### src/rtl/multiplicador_param.sv
// Iterative shift-add multiplier, WIDTH x WIDTH -> 2*WIDTH, signed or unsigned per operation.
// Magnitudes are multiplied and the sign is applied once in the final adjust cycle.
module multiplicador_param #(
  parameter int WIDTH = 8
) (
  input  logic                 clock,
  input  logic                 reset,
  input  logic                 start,
  input  logic                 sinal,
  input  logic [WIDTH-1:0]     A,
  input  logic [WIDTH-1:0]     B,
  output logic                 busy,
  output logic                 done,
  output logic [2*WIDTH-1:0]   RESFINAL
);

  localparam int CW = $clog2(WIDTH + 1);

  typedef enum logic [1:0] {
    IDLE   = 2'd0,
    CALC   = 2'd1,
    AJUSTE = 2'd2
  } state_t;

  state_t               state_q, state_d;
  logic [2*WIDTH:0]     acc_q, acc_d;
  logic [WIDTH-1:0]     mcand_q, mcand_d;
  logic                 sign_q, sign_d;
  logic [CW-1:0]        cnt_q, cnt_d;
  logic [2*WIDTH-1:0]   res_q, res_d;
  logic                 done_q, done_d;
  logic                 busy_q, busy_d;

  // Absolute value; the most negative input maps to 2^(WIDTH-1), which still fits unsigned.
  function automatic logic [WIDTH-1:0] magnitude(input logic [WIDTH-1:0] v, input logic s);
    if (s && v[WIDTH-1]) begin
      magnitude = ~v + {{(WIDTH-1){1'b0}}, 1'b1};
    end else begin
      magnitude = v;
    end
  endfunction

  // State and datapath registers
  always_ff @(posedge clock or negedge reset) begin
    if (!reset) begin
      state_q <= IDLE;
      acc_q   <= '0;
      mcand_q <= '0;
      sign_q  <= 1'b0;
      cnt_q   <= '0;
      res_q   <= '0;
      done_q  <= 1'b0;
      busy_q  <= 1'b0;
    end else begin
      state_q <= state_d;
      acc_q   <= acc_d;
      mcand_q <= mcand_d;
      sign_q  <= sign_d;
      cnt_q   <= cnt_d;
      res_q   <= res_d;
      done_q  <= done_d;
      busy_q  <= busy_d;
    end
  end

  logic [WIDTH:0]   sum_s;
  logic [2*WIDTH:0] step_s;

  // Next-state, iteration and output logic
  always_comb begin
    state_d = state_q;
    acc_d   = acc_q;
    mcand_d = mcand_q;
    sign_d  = sign_q;
    cnt_d   = cnt_q;
    res_d   = res_q;
    done_d  = 1'b0;
    busy_d  = busy_q;
    sum_s   = acc_q[2*WIDTH:WIDTH] + {1'b0, mcand_q};
    step_s  = acc_q;

    case (state_q)
      IDLE: begin
        if (start) begin
          mcand_d = magnitude(A, sinal);
          acc_d   = {{(WIDTH+1){1'b0}}, magnitude(B, sinal)};
          sign_d  = sinal & (A[WIDTH-1] ^ B[WIDTH-1]);
          cnt_d   = '0;
          busy_d  = 1'b1;
          state_d = CALC;
        end else begin
          busy_d  = 1'b0;
        end
      end
      CALC: begin
        // Upper WIDTH+1 bits take the partial sum; the multiplier drains out of the low bits.
        if (acc_q[0]) begin
          step_s = {sum_s, acc_q[WIDTH-1:0]};
        end else begin
          step_s = acc_q;
        end
        acc_d  = {1'b0, step_s[2*WIDTH:1]};
        cnt_d  = cnt_q + {{(CW-1){1'b0}}, 1'b1};
        busy_d = 1'b1;
        if (cnt_q == CW'(WIDTH - 1)) begin
          state_d = AJUSTE;
        end else begin
          state_d = CALC;
        end
      end
      AJUSTE: begin
        if (sign_q) begin
          res_d = ~acc_q[2*WIDTH-1:0] + {{(2*WIDTH-1){1'b0}}, 1'b1};
        end else begin
          res_d = acc_q[2*WIDTH-1:0];
        end
        done_d  = 1'b1;
        busy_d  = 1'b0;
        cnt_d   = '0;
        state_d = IDLE;
      end
      default: begin
        busy_d  = 1'b0;
        cnt_d   = '0;
        state_d = IDLE;
      end
    endcase
  end

  assign busy     = busy_q;
  assign done     = done_q;
  assign RESFINAL = res_q;

endmodule

### config.mk
export PLATFORM = sky130hd
export DESIGN_NAME = multiplicador_param
export DESIGN_NICKNAME = d
export VERILOG_FILES = /design/src/rtl/multiplicador_param.sv
export SDC_FILE = /design/constraint.sdc
export NUM_CORES = 1
export LEC_CHECK = 0
export CAP_MARGIN = 40
export CORE_MARGIN = 2
export CORE_UTILIZATION = 50
export DETAILED_ROUTE_END_ITERATION = 7
export GPL_ROUTABILITY_DRIVEN = 1
export PLACE_DENSITY = 0.75
export SYNTH_ARGS = -nofsm -noshare
export SYNTH_HDL_FRONTEND = slang
export SYNTH_SLANG_ARGS = --single-unit
### constraint.sdc
create_clock -name clock -period 2.1 [get_ports clock]
set_clock_uncertainty 0.1 [all_clocks]
set_input_delay 0.525 -clock clock [delete_from_list [all_inputs] [get_ports clock]]
set_output_delay 0.525 -clock clock [all_outputs]
set_load 0.03 [all_outputs]
==> out/metrics.sh <==
STATUS='completed'
FILLERS=519
REMAINING_DRC_ERRORS=0
DR.FIRST_ITER.DRC_COUNT=166
PLACED_CELLS=447
TRITONCTS='yes'
ANTENNADIODECOUNT=0
GRT.TOTAL_USAGE_PCT=20.5
TRITONCTS_NUM_SINKS=49
CLASS_OF_THE_MOST_CRITICAL_SETUP_PATH='flip-flop to flip-flop'
WIRE_PER_INST_UM=13.9
FINAL.MIN_CLOCK_PERIOD_NS=2.04
POST_SYN_NETS=358
GP_ROUTABILITY_CONGESTION=0.881
SYN_TO_FINAL_GROWTH_PCT=22.6
CRITPATHLAUNCHTYPE='flip-flop'
POSTSYNTHCELLCOUNT=325
SYNTH_TOP_AREA_CELL='sky130_fd_sc_hd__dfrtp_1'
INSERTION_DELAY_NS=0.30
FP.DIEW_UM=81.8
POWER.STATIC_LEAKAGE_nW=1.60
RSZ0062_AT_GRT='yes'
TIMING.HOLD.WS_NS=0.0811
CELLPOWERDENSITY_nW_PER_UM2=1420
WORST_R2R_ENDPOINT='acc_q[13]$_DFFE_PN0P_'
HP-CLASS='primary input to asynchronous set/reset pin'
WORST_IR_DROP_VDD_V=0.000574
GRT_MAX_DEGREE=34
USE_MET1_PCT=28.2
REG2REG_DEPTH=6
CLK_PATH_BUF_DEPTH=2
VIAS_PER_CELL=5.64
CORE-AREA_SQ_UM=5890
CTS_MAX_LEVEL=2
POST_CTS_HOLD_BUFFER_COUNT=0
SW_FRAC_OF_TOTAL_PCT=42.9
YOSYSWARNINGS=0
CORE.ROWCOUNT=28
TOP_LEVEL_PORTS=38
MAX_FREQ_MHz=489
TIMING.CRITICAL_PATH.FROM='acc_q[8]$_DFFE_PN0P_'
GRT-BUSIEST-LAYER='met2'
PATH_CLK_SLEW_NS=0.09
PLACE.PORT_BUFFERS=37
FINAL_CELL_AREA_SQ_UM=3710
DRT-TOTAL-WL_MM=6.34
CP.ARRIVAL_NS=2.18
WORST_SLEW_PIN_SLEW_NS=0.509
SYNTH-SEQ-AREA-SHARE_PCT=40.5
SHARE_OF_POWER_BURNED_IN_REGISTERS_PCT=33.1
POWER_FRAC_COMB_PCT=54.5
GRT_REMAINING_OVERFLOW=0
PATH_MAX_FANOUT=2
CRIT-REG2REG-LAUNCH='acc_q[8]$_DFFE_PN0P_'
ROUTED-VIA-COUNT=2565
P_CLK_SHARE_PCT=12.4
SYN_AREA_SQ_UM=3030
DETAILEDROUTE.FIRSTPASSITERATIONCOUNT=4
FLOORPLAN.DIE.HEIGHT_UM=81.8
MAXCAPVIOLCOUNT=0
REG2REG_SETUP_SLACK_NS=0.06
CLOCKROOTBUFFER='sky130_fd_sc_hd__clkbuf_8'
YOSYS-TOP-CELLS-AREA='sky130_fd_sc_hd__dfrtp_1 40%, sky130_fd_sc_hd__ha_1 5.0%, sky130_fd_sc_hd__xnor2_1 4.9%'
P_INT_mW=3.02
HALF_PERIMETER_WIRE_LENGTH_AFTER_DETAILED_PLACEMENT_MM=4.83
REQUIRED_NS=2.24
POST_SYNTH.CELL_AREA_AVG_SQ_UM=9.32
LAYOUT.CELLS.NON_FILLER=455
WORST_SLEW_MARGIN_REL_PCT=66.1
SYNTH_CELL_TYPE_COUNT=53
GRT_ANTENNA_BEFORE_REPAIR=0
FIRST_GLOBAL_VIAS=2409
WORSTSETUPENDPOINTTYPE='flip-flop'
SLEW_VIOL_FINAL=0
CLOCK_BUFFERS_CREATED_BY_TRITONCTS=5
DIEAREA_SQ_UM=6700
GRT_PASS1_WL_MM=10.8
YOSYS_REGISTER_BITS=49
STARTING_DENSITY_OF_THE_CORE_PCT=51.5
PLACED_CELL_AREA_SQ_UM=3590
POSTROUTEANTENNANETS=0
FINALCRITPERIODSHARE_PCT=97.3
FINISH.NET_COUNT=413
GLOBAL_ROUTE.USAGE.MET3_PCT=1.98
POST_ROUTE_CELLS_DRIVE_ABOVE_1_SHARE_PCT=13.4
SYNTHDOMINANTCELLAREASHARE_PCT=40.5
SWITCHING_POWER_mW=2.27
TIMING_HOLD_VIOLATIONS_FINAL=0
TIMING.FINAL.SETUP_VIOLATIONS=0
USE_MET2_PCT=34.1
critical path, stage by stage (launching register included):
cell,delay [ns]
sky130_fd_sc_hd__dfrtp_1,0.39
sky130_fd_sc_hd__ha_1,0.23
sky130_fd_sc_hd__fa_2,0.37
sky130_fd_sc_hd__a211oi_2,0.27
sky130_fd_sc_hd__o21bai_1,0.12
sky130_fd_sc_hd__a2111o_1,0.42
sky130_fd_sc_hd__nand3_1,0.08
metrics by stage:
| step | setup WS (ns) | setup TNS (ns) | util (%) | power (mW) |
|---|---|---|---|---|
| after floorplan | 0.00268 | 0 | - | 3.72 |
| after global placement | -0.0552 | -0.0552 | 61.0 | 4.52 |
| after detailed placement | -0.0812 | -0.0812 | 61.0 | 4.59 |
| after CTS | 0.0536 | 0 | 62.9 | 5.27 |
| after global routing | -0.0552 | -0.0552 | 63.1 | 5.73 |
| final | 0.0558 | 0 | 63.1 | 5.28 |
state kept, by name, indices dropped and copies added (netlist names):
| signal | count |
|---|---|
| RESFINAL | 16 |
| acc_q | 16 |
| mcand_q | 8 |
| cnt_q | 4 |
| state_q | 2 |
| busy | 1 |
| done | 1 |
| sign_q | 1 |
synthesized netlist by cell type (all sizes together):
library cell / number
a2111o: 1
a211oi: 4
a21boi: 2
a21o: 2
a21oi: 18
a22oi: 2
a2bb2oi: 1
a311oi: 2
a31oi: 3
a32oi: 5
a41oi: 3
and3b: 1
buf: 5
clkbuf: 12
dfrtp: 49
fa: 1
ha: 12
inv: 15
mux2: 1
mux2i: 5
nand2: 38
nand2b: 2
nand3: 7
nand3b: 2
nor2: 17
nor2b: 1
nor3: 9
nor3b: 1
nor4: 3
o211ai: 2
o21ai: 36
o21bai: 1
o22ai: 10
o311ai: 1
o31a: 2
o31ai: 8
o41ai: 5
or2: 2
or3: 4
or3b: 1
or4: 2
xnor2: 17
xor2: 10
worst max path at each step:
stage                                        to  slack, ns  cells past startpoint
after floorplan           acc_q[13]$_DFFE_PN0P_      0.003                      6
after global placement     acc_q[7]$_DFFE_PN0P_      -0.06                      5
after detailed placement   acc_q[7]$_DFFE_PN0P_      -0.08                      5
after CTS                 acc_q[13]$_DFFE_PN0P_       0.05                      6
after global routing      acc_q[13]$_DFFE_PN0P_      -0.06                      6
final                     acc_q[13]$_DFFE_PN0P_       0.06                      6
logic make-up after synthesis:
family	share of synthesized area, %
XOR/XNOR	7.81
buffers and inverters	5.58
multiplexers	2.02
AO/OA/AOI/OAI	24.3
adder cells (fa/ha/maj)	5.62
AND/OR/NAND/NOR	14.2
flip-flops	40.5
power by group through the flow:
stage	logic, mW	clock network, mW	registers (mW)
5_1_grt	3.21	0.705	1.82
3_3_place_gp	2.78	0	1.74
2_1_floorplan	1.81	0	1.91
4_1_cts	2.85	0.672	1.74
3_5_place_dp	2.83	0	1.76
6_report	2.88	0.656	1.75
metal layers:
metal / vias to the layer above / wire length [um] / share of wire, %
li1: 1296 / - / -
met1: 1180 / 3000 / 47
met2: 75 / 2940 / 46
met3: 14 / 304 / 4.8
met4: 0 / 106 / 1.7
met5: - / 0 / 0
layout by cell type (no fill, tap or decap), drive strengths merged, types with 5 or more instances in the layout:
cell type	instances
dfrtp	49
buf	29
mux2i	5
xor2	10
clkdlybuf4s50	36
clkbuf	5
xnor2	17
ha	12
inv	15
nor2	17
o21ai	36
o22ai	10
nor3	9
a32oi	5
o31ai	8
a21oi	18
nand3	7
o41ai	5
nand2	38
area by class of cell:
cell class | count | area [sq um] | share of cell area [%]
clock buffer | 5 | 68.8 | 1.85
multi-input combinational | 244 | 1650 | 44.3
clock inverter | 2 | 35.0 | 0.943
inverter | 15 | 56.3 | 1.52
timing repair buffer | 65 | 588 | 15.8
tap | 75 | 93.8 | 2.53
sequential | 49 | 1230 | 33.0
repair_timing:
item | CTS | global route
gates resized for setup | 1 | 2
setup buffers | 0 | 1
pin swaps | 0 | 2
gates cloned | 0 | 0
endpoints found under the setup margin | 1 | 4
No activity file was read; power rests on OpenSTA's default activity.
